--- src/rtl/manchester_pkg.sv ---
// Shared types and constants for the N-half-bit Manchester decoder.
// Counters are 8 bits wide, so LOCK_PAIRS and MAX_PREAMBLE must stay below 255.
package manchester_pkg;

  typedef enum logic [1:0] {
    ST_HUNT     = 2'd0,
    ST_PREAMBLE = 2'd1,
    ST_DATA     = 2'd2
  } dec_state_t;

  localparam logic [1:0] PAIR_ONE    = 2'b01;
  localparam logic [1:0] PAIR_ZERO   = 2'b10;
  localparam logic [7:0] SFD_DEFAULT = 8'hD5;

  typedef struct packed {
    dec_state_t st;
    logic       pend_v;
    logic       pend_b;
    logic [7:0] lock_cnt;
    logic [7:0] pre_cnt;
    logic [7:0] sreg;
    logic [2:0] bit_cnt;
  } dec_ctx_t;

  localparam dec_ctx_t CTX_RST = '{st: ST_HUNT, default: '0};

  function automatic logic pair_valid(input logic [1:0] p);
    return (p == PAIR_ONE) || (p == PAIR_ZERO);
  endfunction

endpackage

--- src/rtl/manchester_pair_step.sv ---
// One combinational half-bit step of the decoder.
// Chained per half-bit so earlier half-bits affect later ones within the same cycle.
module manchester_pair_step
  import manchester_pkg::*;
#(
  parameter int         LOCK_PAIRS   = 16,
  parameter logic [7:0] SFD          = SFD_DEFAULT,
  parameter int         MAX_PREAMBLE = 64
) (
  input  dec_ctx_t   cur,
  input  logic       en,
  input  logic       hb,
  output dec_ctx_t   nxt,
  output logic       byte_done,
  output logic [7:0] byte_val,
  output logic       sfd_hit,
  output logic       err,
  output logic       fend
);

  localparam logic [7:0] LOCK_LAST = 8'(LOCK_PAIRS - 1);
  localparam logic [7:0] PRE_MAX   = 8'(MAX_PREAMBLE);

  logic [1:0] pair;
  logic [7:0] shifted;
  logic [7:0] pre_nxt;

  assign pair    = {cur.pend_b, hb};
  assign shifted = {cur.sreg[6:0], pair == PAIR_ONE};
  assign pre_nxt = cur.pre_cnt + 8'd1;

  always_comb begin
    nxt       = cur;
    byte_done = 1'b0;
    byte_val  = 8'h00;
    sfd_hit   = 1'b0;
    err       = 1'b0;
    fend      = 1'b0;
    if (en) begin
      if (!cur.pend_v) begin
        nxt.pend_v = 1'b1;
        nxt.pend_b = hb;
      end else begin
        nxt.pend_v = 1'b0;
        case (cur.st)
          ST_HUNT: begin
            if (pair_valid(pair)) begin
              if (cur.lock_cnt == LOCK_LAST) begin
                nxt.st       = ST_PREAMBLE;
                nxt.lock_cnt = '0;
                nxt.pre_cnt  = '0;
                nxt.sreg     = '0;
              end else begin
                nxt.lock_cnt = cur.lock_cnt + 8'd1;
              end
            end else begin
              // slip alignment: the second half-bit starts the next pair
              nxt.pend_v   = 1'b1;
              nxt.pend_b   = hb;
              nxt.lock_cnt = '0;
            end
          end
          ST_PREAMBLE: begin
            if (pair_valid(pair)) begin
              nxt.sreg    = shifted;
              nxt.pre_cnt = pre_nxt;
              if (shifted == SFD) begin
                nxt.st      = ST_DATA;
                nxt.sreg    = '0;
                nxt.bit_cnt = '0;
                sfd_hit     = 1'b1;
              end else if (pre_nxt > PRE_MAX) begin
                nxt.st       = ST_HUNT;
                nxt.lock_cnt = '0;
              end
            end else begin
              err          = 1'b1;
              nxt.st       = ST_HUNT;
              nxt.lock_cnt = '0;
            end
          end
          ST_DATA: begin
            if (pair_valid(pair)) begin
              nxt.sreg    = shifted;
              nxt.bit_cnt = cur.bit_cnt + 3'd1;
              if (cur.bit_cnt == 3'd7) begin
                byte_done = 1'b1;
                byte_val  = shifted;
              end
            end else begin
              err          = 1'b1;
              fend         = 1'b1;
              nxt.st       = ST_HUNT;
              nxt.lock_cnt = '0;
              nxt.bit_cnt  = '0;
            end
          end
          default: nxt.st = ST_HUNT;
        endcase
      end
    end
  end

endmodule

--- src/rtl/manchester_decoder_n.sv ---
// Manchester decoder consuming 0..MAX_BITS recovered half-bits per cycle.
// Handles pair alignment, lock, SFD detection and MSB-first byte assembly.
module manchester_decoder_n
  import manchester_pkg::*;
#(
  parameter int         MAX_BITS     = 3,
  parameter int         NB_W         = $clog2(MAX_BITS + 1),
  parameter int         LOCK_PAIRS   = 16,
  parameter logic [7:0] SFD          = SFD_DEFAULT,
  parameter int         MAX_PREAMBLE = 64
) (
  input  logic                aclk,
  input  logic                aresetn,
  input  logic [MAX_BITS-1:0] bits,
  input  logic [NB_W-1:0]     num_bits,
  output logic [7:0]          out_data,
  output logic                out_valid,
  output logic                frame_start,
  output logic                frame_end,
  output logic                code_err,
  output logic                locked
);

  dec_ctx_t ctx;
  dec_ctx_t chain [MAX_BITS+1];

  logic [MAX_BITS-1:0]       en, bd, sh, er, fe;
  logic [MAX_BITS-1:0][7:0]  bv;
  logic [MAX_BITS-1:0]       aligned;
  logic [NB_W-1:0]           sh_amt;
  logic                      legal;
  logic [7:0]                byte_sel;

  assign legal   = (num_bits <= NB_W'(MAX_BITS));
  assign sh_amt  = NB_W'(MAX_BITS) - num_bits;
  // oldest half-bit lands on the MSB so step i reads aligned[MAX_BITS-1-i]
  assign aligned = bits << sh_amt;
  assign chain[0] = ctx;

  for (genvar i = 0; i < MAX_BITS; i++) begin : g_step
    assign en[i] = legal && (NB_W'(i) < num_bits);
    manchester_pair_step #(
      .LOCK_PAIRS  (LOCK_PAIRS),
      .SFD         (SFD),
      .MAX_PREAMBLE(MAX_PREAMBLE)
    ) u_step (
      .cur      (chain[i]),
      .en       (en[i]),
      .hb       (aligned[MAX_BITS-1-i]),
      .nxt      (chain[i+1]),
      .byte_done(bd[i]),
      .byte_val (bv[i]),
      .sfd_hit  (sh[i]),
      .err      (er[i]),
      .fend     (fe[i])
    );
  end

  always_comb begin
    byte_sel = 8'h00;
    for (int i = 0; i < MAX_BITS; i++)
      byte_sel = byte_sel | (bv[i] & {8{bd[i]}});
  end

  always_ff @(posedge aclk or negedge aresetn) begin
    if (!aresetn) begin
      ctx         <= CTX_RST;
      out_data    <= 8'h00;
      out_valid   <= 1'b0;
      frame_start <= 1'b0;
      frame_end   <= 1'b0;
      code_err    <= 1'b0;
      locked      <= 1'b0;
    end else if (!legal) begin
      out_valid   <= 1'b0;
      frame_start <= 1'b0;
      frame_end   <= 1'b0;
      code_err    <= 1'b1;
    end else begin
      ctx         <= chain[MAX_BITS];
      out_valid   <= |bd;
      if (|bd) out_data <= byte_sel;
      frame_start <= |sh;
      frame_end   <= |fe;
      code_err    <= |er;
      locked      <= (chain[MAX_BITS].st != ST_HUNT);
    end
  end

endmodule

--- config.mk ---
export PLATFORM = sky130hd
export DESIGN_NAME = manchester_decoder_n
export DESIGN_NICKNAME = d
export VERILOG_FILES = /design/src/rtl/manchester_pkg.sv /design/src/rtl/manchester_pair_step.sv /design/src/rtl/manchester_decoder_n.sv
export SDC_FILE = /design/constraint.sdc
export NUM_CORES = 1
export LEC_CHECK = 0
export BUFFER_PORTS_ARGS = -buffer_cell sky130_fd_sc_hd__buf_4
export CAP_MARGIN = 10
export CORE_MARGIN = 2
export CORE_UTILIZATION = 69
export DETAILED_ROUTE_END_ITERATION = 12
export PLACE_DENSITY = 0.95
export SLEW_MARGIN = 10
export SYNTH_ARGS = -nofsm -noshare
export SYNTH_HDL_FRONTEND = slang
export SYNTH_HIERARCHICAL = 1
export SYNTH_SLANG_ARGS = --single-unit
--- constraint.sdc ---
create_clock -name aclk -period 15.4 [get_ports aclk]
set_input_delay 0.77 -clock aclk [delete_from_list [all_inputs] [get_ports aclk]]
set_output_delay 0.77 -clock aclk [all_outputs]
set_load 0.03 [all_outputs]
==> impl_metrics.env <==
export IMPL_hp_class="primary input to asynchronous set/reset pin"
export IMPL_rows=31
export IMPL_finalCoreUtilization_pct=73.1
export IMPL_antenna_cells=0
export IMPL_drc=0
export IMPL_cts_setup_buffers=0
export IMPL_via_per_inst=7.34
export IMPL_worstSkewPairLatency_ns=0.30
export IMPL_core_um2=7180
export IMPL_synth_net_count=694
export IMPL_path_clk_slew_ns=0.09
export IMPL_setup_viol=0
export IMPL_cts_resized=0
export IMPL_cp_end_kind="flip-flop"
export IMPL_tightestPinTransition_ns=1.08
export IMPL_start_util_pct=70.3
export IMPL_h_tree_depth=2
export IMPL_syn_cell_area_um2=5050
export IMPL_reg2regPathDepth=17
export IMPL_numCtsBuffers=5
export IMPL_synth_warnings=6
export IMPL_cts_tree="yes"
export IMPL_wire_per_inst_um=20.5
export IMPL_slew_headroom_pct=27.3
export IMPL_cpPeakStageDelay_ns=0.73
export IMPL_port_buffers=19
export IMPL_outcome="completed"
export IMPL_min_period_ns=6.83
export IMPL_placed_cell_area_um2=5160
export IMPL_peakVddDrop_mv=0.105
export IMPL_critPathKind="primary input to flip-flop"
export IMPL_ant_nets=0
export IMPL_drive_gt1_share_pct=9.51
export IMPL_avgSynthCellArea_um2=7.68
export IMPL_grt_antenna_before_repair=0
export IMPL_finalWirelength_um=15400
export IMPL_grt_usage_pct=38.4
export IMPL_reg2reg_to="locked"
export IMPL_grt_pass1_wl_um=23900
export IMPL_cts_root_buf="clkbuf_8"
export IMPL_path_max_fanout=15
export IMPL_critPathBufInv=2
export IMPL_firstDrtPassIters=9
export IMPL_area_growth_pct=3.99
export IMPL_die_x_um=89.5
export IMPL_min_period_over_period_pct=44.3
export IMPL_path_cells="buf_4, mux2i_1, mux2i_1, ha_1, nand2b_1, a21oi_1, a32oi_1, a2bb2oi_1, o41ai_2, inv_1, ha_1, nor2b_1, nand2_1, o21ai_0, ha_1, and4_2, nor3b_1, o21ai_0, o21ai_4, o21ai_0, or2_1"
export IMPL_setup_tns_ns=0
export IMPL_cts_buffer_depth=2
export IMPL_max_freq_mhz=146
export IMPL_n_fill_cell=593
export IMPL_r2r_start="chain[104]"
export IMPL_die_h_um=89.5
export IMPL_die_area_um2=8010
export IMPL_grt_overflow=0
export IMPL_finalHoldViolCount=0
export IMPL_vias=5512
export IMPL_finalClockSkew_ns=0.00461
export IMPL_regToRegSetupSlack_ns=9.04
export IMPL_crit_path_top_delay_cell="o21ai_0"
export IMPL_rsz0062_at_grt="false"
export IMPL_multi_input_area_um2=3690
export IMPL_cts_sinks=43
export IMPL_cts_hold_buffers=0
export IMPL_ioPinCount=20
export IMPL_gp_congestion=0.995
export IMPL_grt_max_degree=44
export IMPL_p_per_area_nw_per_um2=160
export IMPL_synthCells=657
export IMPL_cp_start_kind="primary input"
export IMPL_initialDrtViolationCount=844
export IMPL_worstPathArrival_ns=7.03
export IMPL_leakagePower_uw=0.00214
export IMPL_dp_cells=743
export IMPL_stdcell_count=751
export IMPL_fin_nets=688
export IMPL_drv_slew=0
export IMPL_crit_family="compound AO/OA/AOI/OAI gates"
export IMPL_final_area_um2=5250
export IMPL_required_ns=15.60
export IMPL_grt_pass1_vias=4718
export IMPL_regArea_um2=1080
export IMPL_cap_violations=0
export IMPL_place_hpwl_um=11600
registers in the layout, summed over array words and instances, names as in the netlist:
register and cells:
chain 30, out_data 8, code_err 1, frame_end 1, frame_start 1, locked 1, out_valid 1
worst reg2reg max path: stages, from the launching register on:
cell,delay (ns)
dfrtp_1,0.45
ha_1,0.29
or3_1,0.33
a31oi_1,0.16
a21boi_2,0.26
nor2_1,0.10
o31ai_1,0.61
ha_1,0.51
nor2b_1,0.59
nand2_1,0.31
o21ai_0,0.73
ha_1,0.41
and4_2,0.27
nor3b_1,0.26
o21ai_0,0.18
o21ai_4,0.36
o21ai_0,0.19
or2_1,0.25
through the flow:
| step | power (µW) | hold WS (ns) | worst slack, ns |
|---|---|---|---|
| after floorplan | 586 | 0.474 | 9.69 |
| after global placement | 715 | 0.513 | 8.58 |
| after detailed placement | 731 | 0.520 | 8.53 |
| after CTS | 807 | 0.474 | 8.81 |
| after global routing | 892 | 0.483 | 8.26 |
| final | 840 | 0.435 | 8.57 |
cells in the final DEF (no fill, tap or decap), drive strengths merged, types with 7 or more instances in the layout:
cell / n
nand4: 10
nor4: 12
nand2b: 9
o21ai: 72
nand3: 21
o31ai: 9
a22o: 29
a31oi: 18
inv: 32
nand2: 62
ha: 30
or3: 16
buf: 20
dfrtp: 43
nor2b: 9
and2: 27
nor3: 20
a222oi: 8
and3: 22
or4: 7
a21oi: 41
nor2: 37
metal layers:
metal	vias to the layer above	global-route usage [%]	routed length [µm]
met5	-	0	0
met4	0	11.4	473
met3	57	6.74	1620
met2	373	63.2	7250
met1	2587	51.4	6060
li1	2495	-	-
worst max path at each step:
stage	from	end	depth (start not counted)
after floorplan	num_bits[0]	locked	20
after global placement	num_bits[0]	locked	21
after detailed placement	num_bits[0]	locked	21
after CTS	num_bits[0]	locked	21
after global routing	num_bits[0]	locked	21
final	num_bits[0]	locked	21
where the power goes:
| part | internal, µW | total [µW] | switching, µW |
|---|---|---|---|
| clock | 31.8 | 74.4 | 42.6 |
| combinational | 184 | 598 | 413 |
| sequential | 137 | 168 | 30.9 |
final cells by class:
type / instances / area share [%]
Tap cell: 99 / 2.36
Sequential cell: 43 / 20.5
Clock inverter: 2 / 0.238
Multi-Input combinational cell: 549 / 70.4
Inverter: 32 / 2.29
Timing Repair Buffer: 20 / 2.86
Clock buffer: 6 / 1.38
(Power assumes the default switching activity.)
